===== src/rtl/fib_pkg.sv =====
// Shared types for the Fibonacci sweep controller: sweep FSM states and the
// buffered result entry layout at the default index/result widths.
package fib_pkg;

    localparam int FIB_N_W = 6;
    localparam int FIB_R_W = 32;

    typedef enum logic [2:0] {
        IDLE,
        ISSUE,
        WAIT,
        PUSH,
        DRAIN
    } sweep_state_e;

    typedef struct packed {
        logic [FIB_N_W-1:0] n;
        logic [FIB_R_W-1:0] result;
        logic               overflow;
    } fib_entry_t;

endpackage


===== src/rtl/fib_sweep_fifo.sv =====
// Small power-of-two FIFO with registered storage; head data reads as zero when empty.
module fib_sweep_fifo #(
    parameter int DEPTH = 4,
    parameter int WIDTH = 39
) (
    input  logic                     clk,
    input  logic                     rst,
    input  logic                     push,
    input  logic [WIDTH-1:0]         wr_data,
    input  logic                     pop,
    output logic [WIDTH-1:0]         rd_data,
    output logic                     empty,
    output logic [$clog2(DEPTH):0]   count
);

    localparam int AW = $clog2(DEPTH);
    localparam logic [AW-1:0] PTR_ONE = 1;
    localparam logic [AW:0]   CNT_ONE = 1;
    localparam logic [AW:0]   CNT_MAX = DEPTH[AW:0];

    logic [WIDTH-1:0] mem [DEPTH];
    logic [AW-1:0]    wr_ptr_reg;
    logic [AW-1:0]    rd_ptr_reg;
    logic [AW:0]      count_reg;
    logic             push_ok;
    logic             pop_ok;

    assign empty   = (count_reg == '0);
    assign push_ok = push && (count_reg != CNT_MAX);
    assign pop_ok  = pop && !empty;
    assign count   = count_reg;
    assign rd_data = empty ? '0 : mem[rd_ptr_reg];

    always_ff @(posedge clk) begin
        if (push_ok) begin
            mem[wr_ptr_reg] <= wr_data;
        end
    end

    always_ff @(posedge clk or posedge rst) begin
        if (rst) begin
            wr_ptr_reg <= '0;
            rd_ptr_reg <= '0;
            count_reg  <= '0;
        end else begin
            if (push_ok) wr_ptr_reg <= wr_ptr_reg + PTR_ONE;
            if (pop_ok)  rd_ptr_reg <= rd_ptr_reg + PTR_ONE;
            // Simultaneous push and pop leaves the occupancy unchanged.
            case ({push_ok, pop_ok})
                2'b10:   count_reg <= count_reg + CNT_ONE;
                2'b01:   count_reg <= count_reg - CNT_ONE;
                default: count_reg <= count_reg;
            endcase
        end
    end

endmodule


===== src/rtl/fib_sweep_ctrl.sv =====
// Sweeps a Fibonacci core over an index range [n_lo, n_hi] and streams each
// {n, result, overflow} through a small FIFO with valid/ready handshake.
module fib_sweep_ctrl
    import fib_pkg::*;
#(
    parameter int INPUT_WIDTH  = FIB_N_W,
    parameter int OUTPUT_WIDTH = FIB_R_W,
    parameter int FIFO_DEPTH   = 4
) (
    input  logic                    clk,
    input  logic                    rst,
    input  logic                    start,
    input  logic [INPUT_WIDTH-1:0]  n_lo,
    input  logic [INPUT_WIDTH-1:0]  n_hi,
    output logic                    busy,
    output logic                    sweep_done,
    output logic                    range_err,
    output logic                    fib_go,
    output logic [INPUT_WIDTH-1:0]  fib_n,
    input  logic [OUTPUT_WIDTH-1:0] fib_result,
    input  logic                    fib_overflow,
    input  logic                    fib_done,
    output logic                    out_valid,
    input  logic                    out_ready,
    output logic [INPUT_WIDTH-1:0]  out_n,
    output logic [OUTPUT_WIDTH-1:0] out_result,
    output logic                    out_overflow
);

    localparam int ENTRY_W = INPUT_WIDTH + OUTPUT_WIDTH + 1;
    localparam int CW      = $clog2(FIFO_DEPTH) + 1;
    localparam logic [CW-1:0]          DEPTH_C = FIFO_DEPTH[CW-1:0];
    localparam logic [INPUT_WIDTH-1:0] N_ONE   = 1;

    sweep_state_e           state_reg, state_next;
    logic [INPUT_WIDTH-1:0] cur_n_reg, cur_n_next;
    logic [INPUT_WIDTH-1:0] n_hi_reg, n_hi_next;
    logic                   range_err_reg, range_err_next;
    logic                   done_prev_reg;
    logic                   armed_reg;

    logic                   fifo_push;
    logic                   fifo_empty;
    logic [CW-1:0]          fifo_count;
    logic [ENTRY_W-1:0]     fifo_rd_data;

    always_ff @(posedge clk or posedge rst) begin
        if (rst) begin
            state_reg     <= IDLE;
            cur_n_reg     <= '0;
            n_hi_reg      <= '0;
            range_err_reg <= 1'b0;
            done_prev_reg <= 1'b0;
            armed_reg     <= 1'b0;
        end else begin
            state_reg     <= state_next;
            cur_n_reg     <= cur_n_next;
            n_hi_reg      <= n_hi_next;
            range_err_reg <= range_err_next;
            done_prev_reg <= fib_done;
            // The first WAIT cycle may still see the previous request's done level.
            armed_reg     <= (state_reg == WAIT);
        end
    end

    always_comb begin
        state_next     = state_reg;
        cur_n_next     = cur_n_reg;
        n_hi_next      = n_hi_reg;
        range_err_next = range_err_reg;
        fib_go         = 1'b0;
        fifo_push      = 1'b0;
        sweep_done     = 1'b0;
        case (state_reg)
            IDLE: begin
                if (start) begin
                    cur_n_next     = n_lo;
                    n_hi_next      = n_hi;
                    range_err_next = (n_lo > n_hi);
                    state_next     = (n_lo > n_hi) ? DRAIN : ISSUE;
                end
            end
            ISSUE: begin
                if (fifo_count < DEPTH_C) begin
                    fib_go     = 1'b1;
                    state_next = WAIT;
                end
            end
            WAIT: begin
                if (armed_reg && fib_done && !done_prev_reg) begin
                    state_next = PUSH;
                end
            end
            PUSH: begin
                fifo_push = 1'b1;
                // Equality terminates the sweep so cur_n never wraps at the top index.
                if (cur_n_reg == n_hi_reg) begin
                    state_next = DRAIN;
                end else begin
                    cur_n_next = cur_n_reg + N_ONE;
                    state_next = ISSUE;
                end
            end
            DRAIN: begin
                if (fifo_empty) begin
                    sweep_done = 1'b1;
                    state_next = IDLE;
                end
            end
            default: state_next = IDLE;
        endcase
    end

    assign busy      = (state_reg != IDLE) && !sweep_done;
    assign range_err = range_err_reg;
    assign fib_n     = cur_n_reg;
    assign out_valid = !fifo_empty;
    assign {out_n, out_result, out_overflow} = fifo_rd_data;

    fib_sweep_fifo #(
        .DEPTH (FIFO_DEPTH),
        .WIDTH (ENTRY_W)
    ) u_fifo (
        .clk     (clk),
        .rst     (rst),
        .push    (fifo_push),
        .wr_data ({cur_n_reg, fib_result, fib_overflow}),
        .pop     (out_ready),
        .rd_data (fifo_rd_data),
        .empty   (fifo_empty),
        .count   (fifo_count)
    );

endmodule


===== config.mk =====
export PLATFORM = sky130hd
export DESIGN_NAME = fib_sweep_ctrl
export DESIGN_NICKNAME = d
export VERILOG_FILES = /design/src/rtl/fib_pkg.sv /design/src/rtl/fib_sweep_fifo.sv /design/src/rtl/fib_sweep_ctrl.sv
export SDC_FILE = /design/constraint.sdc
export NUM_CORES = 1
export LEC_CHECK = 0
export ABC_CLOCK_PERIOD_IN_PS = 6900
export BUFFER_PORTS_ARGS = -buffer_cell sky130_fd_sc_hd__clkbuf_2
export CELL_PAD_IN_SITES_DETAIL_PLACEMENT = 1
export CELL_PAD_IN_SITES_GLOBAL_PLACEMENT = 1
export CORE_UTILIZATION = 40
export CTS_CLUSTER_SIZE = 24
export DETAILED_ROUTE_END_ITERATION = 16
export GPL_TIMING_DRIVEN = 1
export PLACE_DENSITY = 0.79
export SYNTH_ARGS = -nofsm -noshare
export SYNTH_HDL_FRONTEND = slang
export SYNTH_HIERARCHICAL = 1
export SYNTH_SLANG_ARGS = --single-unit

===== constraint.sdc =====
create_clock -name clk -period 6.9 [get_ports clk]
set_input_delay 0.69 -clock clk [delete_from_list [all_inputs] [get_ports clk]]
set_output_delay 0.69 -clock clk [all_outputs]
set_load 0.05 [all_outputs]

==> summary.md, run 1 <==
| Metric | Value |
|---|---|
| Placed Instances | 725 |
| GRT Overall Usage | 16.02% |
| Worst Max-Slew Pin Slew | 1.087 ns |
| Max-cap violations | 0 |
| Antenna viol nets, final | 0 |
| Fmax | 0.3135 GHz |
| Largest register FFs | 156 |
| Clk_lat worst skew | 0.42 ns |
| Fin crit share | 46.22% |
| Area grow syn2layout | 15.70% |
| Final Critical Period | 3.189 ns |
| Initial antenna violation count | 0 |
| Dominant cells by area after synthesis | edfxtp_1 (62%), mux4_2 (11%), dfrtp_1 (8.3%) |
| Pins over their slew limit | 0 |
| Hpwl dp | 9405 um |
| H-tree lvl count | 4 |
| Number of setup buffers added after CTS | 0 |
| FP Rows | 49 |
| ANT cells | 0 |
| EDFF count, synth | 156 |
| #FFs+latches synth | 181 |
| Post-Route Utilization | 47.85% |
| Final worst slack | 3.711 ns |
| CTS tree | done |
| Startpoint Class | flip-flop |
| Crit. End Element | output pin |
| Asr flop ratio synth | 13.81% |
| # hold bufs at CTS | 0 |
| CORE AREA | 18210 um^2 |
| Post-CTS Resized | 0 |
| Ys flop type | edfxtp_1 |
| Synthesized cell area | 7530 um^2 |
| Worst slack, placed | 3.805 ns |
| Routed Wire Length | 14510 um |
| Status | finished, violations left |
| Synth unique cells | 48 |
| DRC viols | 12 |
| First-pass GRT wire length | 23070 um |
| Synth warn | 6 |
| DRT iter0 DRCs | 187 |
| Met3 WL | 675 um |
| Failing checks | DRC |
| Vias | 3879 |
| Fill cell count | 1750 |
| Worst Path Max Fanout | 39 |
| Gate Count Post-Synth | 413 |
| Final hold viol count | 0 |
| Power per Cell Area | 454.5 nW/um^2 |
| Met2 routed WL | 7521 um |
| Vias in the first global route | 4336 |
| Cts bufs inserted | 17 |
| CTS max path bufs | 2 |
| Clock Skew | 0.007581 ns |
| Sequential fraction of the synthesis area | 70.52% |
| Routed length on met1 | 6201 um |
| CTS sink count | 181 |
| Post-synth top area share | 62.21% |
| HP Class | input port to async pin |
| Final cell count without fillers | 756 |
| DP Area | 8175 um^2 |
| DIE HEIGHT | 139.2 um |
| Layout cells sized above 1 | 34.91% |
| Highest Signal Layer | met4 |
| Critical Path AT | 2.50 ns |
| Syn Nets | 476 |
| DIE AREA | 19380 um^2 |
| Drt wl/cell | 19.19 um |
| Peak VDD IR | 191.0 uV |
| Req. time, crit path | 6.21 ns |
| Initial core utilization | 41.35% |
| RSZ-0062 raised after global routing | no |
| Clock transition at path regs | 0.06 ns |
| Drt pass-1 iters | 12 |
| NumNets Final | 578 |
| Area leader, netlist | edfxtp_1 |
| Rel. slew slack | 27.56% |
| Total grt overflow | 0 |
| Syn Area/Cell | 18.23 um^2 |
| I/O Pins | 100 |
| Placer congestion estimate | 0.8244 |
| Vias/cell | 5.131 |
| Critical path class | flip-flop to output pin |
| Post-route cell area | 8712 um^2 |
| Die width | 139.2 um |
| Final setup viols | 0 |
| Buffers on Ports | 99 |
| Largest net degree at the start of global routing | 42 |
| Post-Route Setup TNS | 0 ns |
| Leak | 3.219 nW |
| CTS root buf | clkbuf_16 |
## final cells by class
type / instances / area [um^2] / share of cell area [%]
inverter: 20 / 75.07 / 0.8617
sequential: 181 / 5313 / 60.98
clock buffer: 19 / 432.9 / 4.969
multi-input combinational: 194 / 1991 / 22.85
timing repair buffer: 101 / 510.5 / 5.860
clock inverter: 12 / 103.9 / 1.192
tap: 229 / 286.5 / 3.289
## cell usage in the layout, fill, tap and decap left out, types with 2 or more instances in the layout
| master | n |
|---|---|
| nand2b_1 | 2 |
| clkbuf_2 | 99 |
| nor3_1 | 3 |
| clkinv_2 | 3 |
| nor3b_1 | 2 |
| clkinv_4 | 2 |
| nor2_1 | 7 |
| ha_1 | 12 |
| clkbuf_1 | 2 |
| xnor2_1 | 3 |
| nand2_1 | 20 |
| xor2_1 | 9 |
| inv_6 | 3 |
| a21oi_1 | 10 |
| mux4_2 | 38 |
| clkinv_1 | 2 |
| clkbuf_16 | 17 |
| and2_2 | 4 |
| o21ai_0 | 7 |
| dfrtp_2 | 2 |
| inv_1 | 20 |
| nand3b_4 | 2 |
| dfrtp_1 | 23 |
| buf_4 | 2 |
| and2_1 | 40 |
| edfxtp_1 | 156 |
| mux2i_1 | 2 |
| nand3_1 | 5 |
| a31oi_1 | 3 |
| o2bb2ai_1 | 2 |
## routing by layer
layer | track usage (%) | up-vias
met2 | 28.39 | 93
met5 | 0 | -
met1 | 19.26 | 1994
met3 | 4.489 | 8
li1 | - | 1784
met4 | 4.035 | 0
## kinds of logic (layout without fill, tap and decap cells)
| kind of cell | Yosys count | in the layout | synth area share (%) |
|---|---|---|---|
| flops | 181 | 181 | 70.52 |
| fa+ha+maj | 13 | 13 | 2.260 |
| mux | 42 | 42 | 12.13 |
| simple gates | 95 | 95 | 7.777 |
| compound gates | 32 | 32 | 2.808 |
| xor+xnor | 12 | 12 | 1.396 |
| buf+inv | 38 | 152 | 3.107 |
## worst paths after layout
kind,from,end,slack (ns),cells after the start
max in group asynchronous,rst,state_reg[1],6.04,2
max,u_fifo/rd_ptr_reg[0],out_n[2],3.71,4
min in group clk,fib_done,done_prev_reg,0.41,1
min reg2reg,u_fifo/rd_ptr_reg[0],u_fifo/rd_ptr_reg[0],0.48,1
max reg2reg,state_reg[0],u_fifo/mem[3][30],3.86,5
min,rst,u_fifo/wr_ptr_reg[1],0.21,2
## cells in the mapped netlist (all sizes together), types with 3 or more instances
cell type	number
clkbuf	5
ha	12
o21ai	9
a31oi	3
mux4	39
nand2	20
xor2	9
and2	45
nor2	8
edfxtp	156
nand3	5
inv	20
a21oi	10
xnor2	3
nor3	3
buf	13
dfrtp	25
## metrics by stage
step | power [W] | hold WS (ns)
2_1_floorplan | 0.002804 | 0.4612
3_3_place_gp | 0.003079 | 0.4638
3_5_place_dp | 0.003129 | 0.4751
4_1_cts | 0.004019 | 0.1947
5_1_grt | 0.004143 | 0.2319
6_report | 0.003960 | 0.2113
## critical path: stages (launching register included)
cell      delay (ns)
dfrtp_2         0.38
buf_4           0.63
mux4_1          0.66
and2_1          0.17
clkbuf_2        0.23
## where the power goes
part	internal, W	total, W	switching (W)
combinational	0.000528	0.00159	0.00107
sequential	0.00132	0.00148	0.000165
clock	0.000494	0.000883	0.000389
No activity file was read; power rests on OpenSTA's default activity.
==> run 2: changes to the inputs <==
- ABC_CLOCK_PERIOD_IN_PS: 6900 -> 3200
- clock period: 6.9 -> 3.2 ns (I/O delays scaled with it)
==> run 2 against run 1 <==
Sequential power grew 120%. Setup slack lost 3.3 ns. Critical endpoint is now out_result[5]. Critical path type unchanged. Critical path depth unchanged. Power increased by 120%. Worst hold slack worse by 0.19 ns. Clock power grew 120%. Core utilization is 0.57 points higher. Combinational power grew 120%. The flow still finishes with violations (DRC).
==> summary.md, run 2 (same netlist as run 1, synthesis figures left out) <==
| Metric | Value |
|---|---|
| DP Area | 8268 um^2 (+1.1%) |
| DRT iter0 DRCs | 164 (-12%) |
| CTS root buf | clkbuf_16 |
| Final worst slack | 0.4403 ns (-3.270 ns) |
| Post-route cell area | 8816 um^2 (+1.2%) |
| Clk_lat worst skew | 0.42 ns (about the same) |
| Peak VDD IR | 468.3 uV (+150%) |
| Antenna viol nets, final | 0 (unchanged) |
| Drt wl/cell | 20.01 um (+4.3%) |
| Hold Startpoint | fib_done |
| HP Class | input port to flip-flop |
| Leak | 3.261 nW (+1.3%) |
| Placer congestion estimate | 0.7954 (-3.5%) |
| Power per Cell Area | 975.8 nW/um^2 (+110%) |
| Cts bufs inserted | 17 (unchanged) |
| Commonest cells after routing, fill and taps aside | edfxtp_1 (156), clkbuf_2 (99), and2_1 (40) |
| Status | finished, violations left |
| Vias/cell | 5.150 (+0.37%) |
| Worst Path Max Fanout | 26 (-33%) |
| DIE AREA | 19380 um^2 (unchanged) |
| Startpoint Class | flip-flop |
| Req. time, crit path | 2.88 ns (-3.33 ns) |
| P_sw | 0.003535 W (+120%) |
| Largest register FFs | 156 (unchanged) |
| Max-cap violations | 0 (unchanged) |
| Routed Wire Length | 15220 um (+5.0%) |
| H-tree lvl count | 4 (unchanged) |
| Fin crit share | 86.24% |
| CORE AREA | 18210 um^2 (unchanged) |
| Number of setup buffers added after CTS | 0 (unchanged) |
| Critical Path AT | 2.44 ns (-0.06 ns) |
| Fmax | 0.3624 GHz |
| Area grow syn2layout | 17.08% |
| RSZ-0062 raised after global routing | no |
| Hpwl dp | 9951 um (+5.8%) |
| Clock transition at path regs | 0.06 ns (about the same) |
| Largest net degree at the start of global routing | 42 (unchanged) |
| Worst Max-Slew Pin Slew | 1.032 ns (-0.05492 ns) |
| Crit. End Element | output pin |
| Post-Route Setup TNS | 0 ns (unchanged) |
| Power Internal | 0.005067 W (+120%) |
| CP Launch Point | u_fifo/rd_ptr_reg[0] |
| First-pass GRT wire length | 24380 um (+5.7%) |
| DRC viols | 12 (unchanged) |
| CTS sink count | 181 (unchanged) |
| Rel. slew slack | 31.22% (+3.7 points) |
| Total grt overflow | 0 (unchanged) |
| CTS max path bufs | 2 (unchanged) |
| Drt pass-1 iters | 12 (unchanged) |
| I/O Pins | 100 (unchanged) |
| Final setup viols | 0 (unchanged) |
| Commonest non-fill, non-tap cell in the layout | edfxtp_1 |
| Clock Skew | 0.006173 ns (-0.001408 ns) |
| Critical path class | flip-flop to output pin |
| Clock share of power | 22.2% (about the same) |
| CTS tree | done |
| Sw Ratio | 41.09% (+0.15 points) |
| Final Critical Period | 2.760 ns |
| DIE HEIGHT | 139.2 um (unchanged) |
| Final hold viol count | 0 (unchanged) |
| R2r setup slk | 0.46 ns (-3.40 ns) |
| Pins over their slew limit | 0 (unchanged) |
| Initial core utilization | 41.35% (unchanged) |
| FP Rows | 49 (unchanged) |
| ANT cells | 0 (unchanged) |
| Worst slack, placed | 0.4367 ns (-3.368 ns) |
| WHS | 0.02319 ns (-0.1881 ns) |
| NumNets Final | 583 (+0.87%) |
| Initial antenna violation count | 1 (+1) |
| Buffers on Ports | 99 (unchanged) |
| Flop pwr share | 37.8% (+0.4 points) |
| Power share of the combinational group | 40.0% (-0.3 points) |
| Reg2reg start | state_reg[0] |
| Die width | 139.2 um (unchanged) |
| Vias in the first global route | 4387 (+1.2%) |
| Vias | 3919 (+1.0%) |
| GRT Overall Usage | 16.96% (+0.94 points) |
| Layout cells sized above 1 | 35.71% (+0.80 points) |
| Failing checks | DRC |
-- run 2: changes by cell type in the layout (fill, tap and decap cells not counted), sizes merged --
cell,before,now
clkbuf,118,117
clkinv,7,8
inv,23,22
clkinvlp,1,2
dlygate4sd3,0,1
buf,2,6
-- run 2: metal layers --
layer / wire, um / part of all wire [%] / GRT usage, %
met1: 6502 / 43 / 20.51
met2: 7930 / 52 / 29.96
met3: 650 / 4.3 / 4.938
met4: 130 / 0.85 / 3.860
met5: 11 / 0.072 / 0
-- run 2: layout make-up --
cell class	count	area [um^2]
clock buffers	18	429.2
clock inverters	13	108.9
fillers	1734	9393
inverters	20	75.07
multi-input cells	194	1991
flip-flops and latches	181	5313
well taps	229	286.5
repair buffers	106	613.1
-- run 2: power groups by stage --
stage / logic (W) / clock network (W) / registers, W
5_1_grt: 0.00364 / 0.00204 / 0.00331
4_1_cts: 0.00350 / 0.00197 / 0.00326
2_1_floorplan: 0.00288 / 0 / 0.00317
3_5_place_dp: 0.00348 / 0 / 0.00331
6_report: 0.00344 / 0.00191 / 0.00325
3_3_place_gp: 0.00341 / 0 / 0.00327
-- run 2: worst max-delay path: stages (launching register included) --
cell and delay [ns]:
dfrtp_2 0.71, buf_12 0.32, mux4_2 0.56, and2_1 0.18
clkbuf_2 0.23
-- run 2: per-stage QoR --
| stage | total power, W | utilization [%] | cells |
|---|---|---|---|
| detailed placement | 0.006787 | 45.41 | 729 |
| floorplan | 0.006047 | - | 413 |
| finish | 0.008603 | 48.42 | 761 |
| global placement | 0.006683 | 45.41 | 729 |
| global route | 0.008983 | 48.42 | 761 |
| CTS | 0.008724 | 48.42 | 761 |
-- run 2: what timing repair did --
item,CTS,global route
setup endpoints to repair,0,0
resized for setup,0,0
endpoints found under the hold margin,7,0
hold buffers,1,0
-- run 2: path summary, 6_finish.rpt --
check / endpoint / cells past startpoint
setup reg to reg: u_fifo/count[2] / 11
setup / recovery: out_result[5] / 4
max in group asynchronous: fib_n[5] / 3
min in group asynchronous: u_fifo/wr_ptr_reg[0] / 3
hold reg to reg: range_err / 1
hold / removal: done_prev_reg / 1
==> run 3: changes to the inputs <==
- CTS_BUF_LIST: unset -> sky130_fd_sc_hd__clkbuf_16
==> run 3 against run 2 <==
The flow still finishes with violations (DRC). Via count unchanged. Combinational power about the same. Worst hold slack is the same. Critical path type unchanged. Critical endpoint unchanged. Largest power group unchanged. Highest routed layer unchanged.
==> summary.md, run 3 (same netlist as run 1, synthesis figures left out) <==
| Metric | Value |
|---|---|
| Drt pass-1 iters | 12 (unchanged) |
| GRT Overall Usage | 16.96% (unchanged) |
| Failing checks | DRC |
| Met3 WL | 650 um (unchanged) |
| Largest net degree at the start of global routing | 42 (unchanged) |
| Drt wl/cell | 20.01 um (about the same) |
| Vias | 3919 (unchanged) |
| Critical Path AT | 2.44 ns (about the same) |
| Vias/cell | 5.150 (unchanged) |
| Initial antenna violation count | 1 (unchanged) |
| HP Class | input port to flip-flop |
| DRC viols | 12 (unchanged) |
| Commonest cells after routing, fill and taps aside | edfxtp_1 (156), clkbuf_2 (99), and2_1 (40) |
| Max-cap violations | 0 (unchanged) |
| Number of setup buffers added after CTS | 0 (unchanged) |
| Critical path class | flip-flop to output pin |
| Hpwl dp | 9951 um (unchanged) |
| DIE AREA | 19380 um^2 (unchanged) |
| Antenna viol nets, final | 0 (unchanged) |
| Clk_lat worst skew | 0.42 ns (about the same) |
| I/O Pins | 100 (unchanged) |
| Final hold viol count | 0 (unchanged) |
| Rel. slew slack | 31.22% (unchanged) |
| Layout cells sized above 1 | 35.71% (unchanged) |
| Clock Skew | 0.006173 ns (unchanged) |
| ANT cells | 0 (unchanged) |
| CTS root buf | clkbuf_16 |
| Pins over their slew limit | 0 (unchanged) |
| CTS max path bufs | 2 (unchanged) |
| Leak | 3.265 nW (+0.13%) |
| Routed Wire Length | 15230 um (about the same) |
| Buffers on Ports | 99 (unchanged) |
| RSZ-0062 raised after global routing | no |
| First-pass GRT wire length | 24380 um (unchanged) |
| NumNets Final | 583 (unchanged) |
| Die width | 139.2 um (unchanged) |
| CTS tree | done |
| Startpoint Class | flip-flop |
| Initial core utilization | 41.35% (unchanged) |
| Peak VDD IR | 468.3 uV (unchanged) |
| WHS | 0.02319 ns (unchanged) |
| CORE AREA | 18210 um^2 (unchanged) |
| Commonest non-fill, non-tap cell in the layout | edfxtp_1 |
| DRT iter0 DRCs | 164 (unchanged) |
| Fmax | 0.3624 GHz (unchanged) |
| Post-Route Setup TNS | 0 ns (unchanged) |
| Met2 routed WL | 7930 um (unchanged) |
| Clock transition at path regs | 0.06 ns (about the same) |
| Routed length on met1 | 6502 um (unchanged) |
| Total chip power | 0.008600 W (about the same) |
| Placer congestion estimate | 0.7954 (unchanged) |
| Largest register FFs | 156 (unchanged) |
| H-tree lvl count | 4 (unchanged) |
| Final setup viols | 0 (unchanged) |
| Crit. End Element | output pin |
| Highest Signal Layer | met5 |
| Total grt overflow | 0 (unchanged) |
| Power per Cell Area | 975.5 nW/um^2 (about the same) |
| Final Critical Period | 2.760 ns (unchanged) |
| Area grow syn2layout | 17.08% (unchanged) |
| Worst Max-Slew Pin Slew | 1.032 ns (unchanged) |
| Cts bufs inserted | 17 (unchanged) |
| Fin crit share | 86.24% (unchanged) |
| Worst Path Max Fanout | 26 (unchanged) |
| CTS sink count | 181 (unchanged) |
| Post-CTS Resized | 0 (unchanged) |
| FP Rows | 49 (unchanged) |
| Status | finished, violations left |
| Req. time, crit path | 2.88 ns (about the same) |
| Vias in the first global route | 4387 (unchanged) |
| DIE HEIGHT | 139.2 um (unchanged) |
-- run 3: path summary, 6_finish.rpt --
path | from | endpoint | slack [ns] | depth (start not counted)
max in group asynchronous | rst | fib_n[5] | 2.19 | 3
min in group asynchronous | rst | u_fifo/wr_ptr_reg[0] | 0.39 | 3
worst min register to register | range_err | range_err | 0.50 | 1
worst max-delay path | u_fifo/rd_ptr_reg[0] | out_result[5] | 0.44 | 4
worst max register to register | state_reg[0] | u_fifo/count[2] | 0.46 | 11
worst min-delay path | fib_done | done_prev_reg | 0.02 | 1
-- run 3: metal layers --
layer | GRT usage (%) | vias up
met2 | 29.96 | 89
li1 | - | 1797
met3 | 4.938 | 11
met1 | 20.51 | 2020
met4 | 3.860 | 2
met5 | 0 | -
-- run 3: worst max-delay path: stages, from the launching register on --
cell and delay [ns]:
dfrtp_2 0.71, buf_12 0.32, mux4_2 0.56, and2_1 0.18, clkbuf_2 0.23
-- run 3: metrics by stage --
step | setup WS (ns) | util (%) | cell area, um^2 | std cells
final | 0.4403 | 48.42 | 8816 | 761
after floorplan | 0.5003 | - | 7530 | 413
after global routing | 0.1609 | 48.42 | 8816 | 761
after detailed placement | 0.4367 | 45.41 | 8268 | 729
after CTS | 0.3532 | 48.42 | 8816 | 761
after global placement | 0.6094 | 45.41 | 8268 | 729
-- run 3: layout make-up --
cell class | count | area (um^2)
clock buffer | 17 | 425.4
clock inverter | 14 | 112.6
fill | 1734 | 9393
inverter | 20 | 75.07
multi-input combinational | 194 | 1991
sequential | 181 | 5313
tap | 229 | 286.5
timing repair buffer | 106 | 613.1
-- run 3: what timing repair did --
action                                  CTS  global route
hold buffers                              1             0
endpoints found under the setup margin    0             0
hold endpoints to repair                  7             0
-- run 3: where the power goes --
| part | internal, W | switching (W) |
|---|---|---|
| Combinational | 0.00117 | 0.00227 |
| Clock | 0.00106 | 0.000848 |
| Sequential | 0.00284 | 0.000419 |
| Total | 0.00506 | 0.00354 |
